### src/rtl/asip_ctrl_pkg.sv
// asip_ctrl_pkg: shared encodings for the ASIP control unit
package asip_ctrl_pkg;
  typedef enum logic [1:0] {OP_DP = 2'b00, OP_MEM = 2'b01, OP_BR = 2'b10, OP_SYS = 2'b11} op_e;
  localparam logic [1:0] ALU_ADD = 2'b00, ALU_SUB = 2'b01, ALU_AND = 2'b10, ALU_ORR = 2'b11;
  typedef enum logic [2:0] {C_EQ, C_NE, C_LT, C_GE, C_CS, C_CC, C_MI, C_AL} cond_e;
  typedef enum logic [1:0] {S_RUN, S_MEM_WAIT, S_HALT, S_FAULT} state_e;
  localparam logic [1:0] IMM_DP = 2'b00, IMM_MEM = 2'b01, IMM_BR = 2'b10;
  localparam logic [2:0] FUNCT_HALT = 3'b111;
endpackage

### src/rtl/asip_cond_unit.sv
// asip_cond_unit: NZCV flags register and branch condition evaluation
module asip_cond_unit
  import asip_ctrl_pkg::*;
(
  input  logic       clk,
  input  logic       reset,
  input  logic       load,
  input  logic [3:0] ALUFlags,
  input  logic [2:0] cond,
  output logic       CondEx
);
  logic n, z, c, v;
  always_ff @(posedge clk) begin
    if (reset) {n, z, c, v} <= 4'b0000;
    else if (load) {n, z, c, v} <= ALUFlags;
  end
  always_comb begin
    CondEx = 1'b1;
    unique case (cond_e'(cond))
      C_EQ: CondEx = z;
      C_NE: CondEx = ~z;
      C_LT: CondEx = n ^ v;
      C_GE: CondEx = ~(n ^ v);
      C_CS: CondEx = c;
      C_CC: CondEx = ~c;
      C_MI: CondEx = n;
      C_AL: CondEx = 1'b1;
    endcase
  end
endmodule

### src/rtl/asip_ctrl_unit.sv
// asip_ctrl_unit: instruction decode, flags, memory handshake sequencing
module asip_ctrl_unit
  import asip_ctrl_pkg::*;
#(
  parameter int TIMEOUT = 255,
  parameter int CW      = 8
) (
  input  logic        clk,
  input  logic        reset,
  input  logic [16:0] Instr,
  input  logic [3:0]  ALUFlags,
  input  logic        MemReady,
  output logic [1:0]  RegSrc,
  output logic        RegWrite,
  output logic [1:0]  ImmSrc,
  output logic        ALUSrc,
  output logic [1:0]  ALUControl,
  output logic        MemtoReg,
  output logic        PCSrc,
  output logic        MemReq,
  output logic        MemWrite,
  output logic        PCWrite,
  output logic        Halted,
  output logic        Fault
);
  state_e state, state_next, eff;
  logic [CW-1:0] cnt, cnt_next;
  op_e op;
  logic load, cond_ex, flag_ld, unused;
  assign op = op_e'(Instr[16:15]);
  assign load = Instr[14];
  assign unused = ^{Instr[11:8], Instr[3:0]};
  // While reset is held the decode behaves as in RUN so PCWrite shows the RUN value
  assign eff = reset ? S_RUN : state;
  assign flag_ld = !reset && eff == S_RUN && op == OP_DP;
  asip_cond_unit u_cond (
    .clk      (clk),
    .reset    (reset),
    .load     (flag_ld),
    .ALUFlags (ALUFlags),
    .cond     (Instr[14:12]),
    .CondEx   (cond_ex)
  );
  always_comb begin
    RegSrc = 2'b00;
    RegWrite = 1'b0;
    ImmSrc = IMM_DP;
    ALUSrc = 1'b0;
    ALUControl = ALU_ADD;
    MemtoReg = 1'b0;
    PCSrc = 1'b0;
    MemReq = 1'b0;
    MemWrite = 1'b0;
    PCWrite = 1'b0;
    state_next = eff;
    cnt_next = cnt;
    if (eff == S_RUN || eff == S_MEM_WAIT) begin
      unique case (op)
        OP_DP: begin
          ALUSrc = Instr[12];
          ALUControl = Instr[14:13];
          RegWrite = 1'b1;
          PCWrite = 1'b1;
          PCSrc = Instr[7:4] == 4'hF;
        end
        OP_MEM: begin
          MemReq = 1'b1;
          ImmSrc = IMM_MEM;
          ALUSrc = 1'b1;
          RegSrc = {~load, 1'b0};
          MemWrite = ~load;
          MemtoReg = load;
          PCWrite = MemReady;
          RegWrite = MemReady & load;
          state_next = MemReady ? S_RUN : eff == S_RUN ? S_MEM_WAIT : cnt == CW'(TIMEOUT) ? S_FAULT : S_MEM_WAIT;
          cnt_next = MemReady ? '0 : eff == S_RUN ? CW'(1) : cnt + 1'b1;
        end
        OP_BR: begin
          RegSrc = 2'b01;
          ALUSrc = 1'b1;
          ImmSrc = IMM_BR;
          PCWrite = 1'b1;
          PCSrc = cond_ex;
        end
        OP_SYS: begin
          PCWrite = Instr[14:12] != FUNCT_HALT;
          state_next = Instr[14:12] != FUNCT_HALT ? eff : S_HALT;
        end
      endcase
    end
    if (reset) {RegSrc, RegWrite, ImmSrc, ALUSrc, ALUControl, MemtoReg, PCSrc, MemReq, MemWrite} = '0;
  end
  assign Halted = !reset && state == S_HALT;
  assign Fault = !reset && state == S_FAULT;
  always_ff @(posedge clk) begin
    if (reset) begin
      state <= S_RUN;
      cnt <= '0;
    end else begin
      state <= state_next;
      cnt <= cnt_next;
    end
  end
endmodule

### config.mk
export PLATFORM = sky130hd
export DESIGN_NAME = asip_ctrl_unit
export DESIGN_NICKNAME = d
export VERILOG_FILES = /design/src/rtl/asip_ctrl_pkg.sv /design/src/rtl/asip_cond_unit.sv /design/src/rtl/asip_ctrl_unit.sv
export SDC_FILE = /design/constraint.sdc
export NUM_CORES = 1
export LEC_CHECK = 0
export CELL_PAD_IN_SITES_DETAIL_PLACEMENT = 0
export CELL_PAD_IN_SITES_GLOBAL_PLACEMENT = 2
export CORE_UTILIZATION = 23
export DETAILED_ROUTE_END_ITERATION = 12
export PLACE_DENSITY_LB_ADDON = 0.1
export SYNTH_ARGS = -nofsm -noshare
export SYNTH_HDL_FRONTEND = slang
export SYNTH_SLANG_ARGS = --single-unit
export TNS_END_PERCENT = 1
### constraint.sdc
create_clock -name clk -period 2.3 [get_ports clk]
set_clock_uncertainty 0.05 [all_clocks]
set_input_delay 0.23 -clock clk [delete_from_list [all_inputs] [get_ports clk]]
set_output_delay 0.23 -clock clk [all_outputs]
set_load 0.01 [all_outputs]
==> results.ini <==
[clock_network]
cts_setup_buffers = 0
cts_tree = done
clk_pin_slew_ps = 60
ctsHoldBuffers = 0
cts_num_sinks = 14
htreeDepth = 1
numCtsBuffers = 3
cts_buffer_depth = 2
clk_latency_ps = 240
cts_root_buf = clkbuf_8

[sta]
setup_violations = 0
period_share_pct = 96.79
clock.fmax_mhz = 449.2
hold_violations = 0
tightest_slew_ps = 346.4
tns_ps = 0
rsz0062_at_grt = false
setup_slack_ps = 73.82
post-route-min-period_ps = 2226
slew_headroom_pct = 76.31
slew_viol_final = 0

[synthesis]
synth-xor-area-share_pct = 1.823
synthAdderAreaFrac_pct = 7.813
ys_types = 41
synth_most_common_cell = nor2_1
yosys_warnings = 0
yosysSeqAreaShare_pct = 29.17
netlist_area_sq_um = 960.9
synth_top_family_by_area = simple AND/OR/NAND/NOR gates
synth_common_cells = nor2_1, dfxtp_1, inv_1
async_reset_ff_share_pct = 0
avgSynthCellArea_sq_um = 8.008
synth_area_leaders = dfxtp_1, ha_1, nor2_1
synth_fp_nets = 150
synth-seq-cells = 14
synth_compound_area_share_pct = 20.44
synthMuxAreaShare_pct = 6.250
synth_top_cell_area_share_pct = 29.17
syn_inst = 120
synth_edf_count = 0
synth_top_area_cell = dfxtp_1
synth_simple_gate_area_share_pct = 27.86
ys.flop_type = dfxtp_1

[critical_path]
reg2reg_depth = 4
cp_data_arrival_time_ps = 1950
reg2reg_from = state[1]
critical_path_class = in -> out
rrSetupSlack_ps = 550
timing.critical_path.fanout_max = 5
critPathLaunch = Instr[15]
crit_path_end_kind = output pin
crit_path_start_kind = input port
r2r_end = state[1]
cp_data_required_time_ps = 2020

[power_and_ir_drop]
powerDensity_mw_per_mm2 = 417.3
internal_power_uw = 475.0
swShare_pct = 24.57
seqPwrFrac_pct = 40.0
p_comb_share_pct = 21.9
ir_drop_uv = 297.8
p_sw_uw = 154.7
power.clock.fraction_pct = 38.1
p_leak_uw = 0.0006867

[global_route]
grt_pass1_wl_um = 4740
grt_usage_pct = 14.20
grt_pass1_vias = 1011
grt_overflow_total = 0
antenna_found_initial = 0
grt_max_degree = 22

[layout]
fin_nets = 198
final_layout_size_suffix_gt1_share_pct = 18.56
areaGrowthSynthToFinish_pct = 57.03
finalInstanceArea_sq_mm = 0.001509
multi_input_area_sq_um = 625.6
n_antenna_cell = 0
regArea_sq_um = 280.3
fillers = 423

[floorplanning]
core-area_sq_mm = 0.004000
fp-row-count = 23
die_area_sq_mm = 0.004440
chipWidth_um = 66.64
io_pins = 39
die_height_um = 66.64
initial_core_util_pct = 24.02

[place]
post-place-ws_ps = -213.4
port_buffers = 30
placed_area_sq_mm = 0.001436
gp_congestion = 0.8299
dp_hpwl_um = 2250

[route]
dr.first_iter.drc_count = 39
drcViolationCount = 0
finalWirelength_um = 2851
avgRoutedWirePerCell_um = 13.14
ant_nets = 0
firstDrtPassIters = 4
vias_per_cell = 4.765
vias = 1034

[hold_path]
min-delay-start = cnt[7]
hp-class = reg -> reg
hold_end = cnt[7]
hold_depth = 1

[flow_run]
max_cap_viol_count = 0

[status]
status = finished, final reports clean

## through the flow
stage	std cells	hold slack, ps	total power, uW	utilization, %
4_1_cts	217	439.3	643.2	37.38
6_report	217	432.3	629.7	37.72
3_3_place_gp	213	405.7	395.7	35.91
2_1_floorplan	120	327.1	309.4	-
5_1_grt	217	496.9	669.7	37.72
3_5_place_dp	213	429.8	396.0	35.91
## logic make-up after synthesis
group / Yosys count
XOR/XNOR: 2
buffers and inverters: 15
multiplexers: 6
adder cells (fa/ha/maj): 6
AND/OR/NAND/NOR: 50
flip-flops: 14
AO/OA/AOI/OAI: 27
## timing repair
action / CTS / global route
endpoints found under the setup margin: 4 / 5
pin swaps: 0 / 0
gates resized for setup: 7 / 5
## state kept, by name, indices dropped and copies added, names as in the netlist
register  cells
u_cond.n      1
u_cond.z      1
u_cond.v      1
cnt           8
u_cond.c      1
state         2
## cell usage in the layout, fill, tap and decap left out, types with 4 or more instances in the layout
cell	count
clkbuf_8	4
nor2_1	17
ha_1	6
clkdlybuf4s50_1	22
nor2b_1	4
mux2i_1	6
nand2_1	5
dlygate4sd2_1	4
dfxtp_1	14
inv_1	9
buf_4	18
dlymetal6s2s_1	4
a21oi_1	5
## per-layer routing
metal	track usage, %	vias to the layer above	routed length [um]
met5	0	-	0
met4	6.117	0	20
met3	3.082	2	149
met2	22.98	23	1334
met1	17.88	479	1346
li1	-	530	-
## worst max path at each step
stage | end | cells past startpoint
4_1_cts | MemWrite | 7
3_5_place_dp | PCWrite | 7
3_3_place_gp | PCWrite | 7
2_1_floorplan | u_cond.c | 6
6_report | MemtoReg | 7
5_1_grt | MemtoReg | 7
## critical path, cell delays in order
cell and delay, ps:
clkdlybuf4s50_1 480, buf_4 120, ha_1 230, buf_4 160, nand2_1 100, nor2_1 100, clkdlybuf4s50_1 540
## cell type report
type	count	area share, %
Tap cell	50	4.146
Clock buffer	4	3.648
Multi-Input combinational cell	91	41.46
Timing Repair Buffer	49	29.93
Sequential cell	14	18.57
Inverter	9	2.239
## power groups by stage
| stage | clock, uW | combinational, uW | sequential (uW) |
|---|---|---|---|
| 2_1_floorplan | 0 | 53.4 | 256 |
| 3_3_place_gp | 0 | 139 | 257 |
| 3_5_place_dp | 0 | 139 | 257 |
| 4_1_cts | 252 | 139 | 252 |
| 5_1_grt | 267 | 150 | 252 |
| 6_report | 240 | 138 | 252 |
Note: power is estimated with default switching activity, not from simulation.
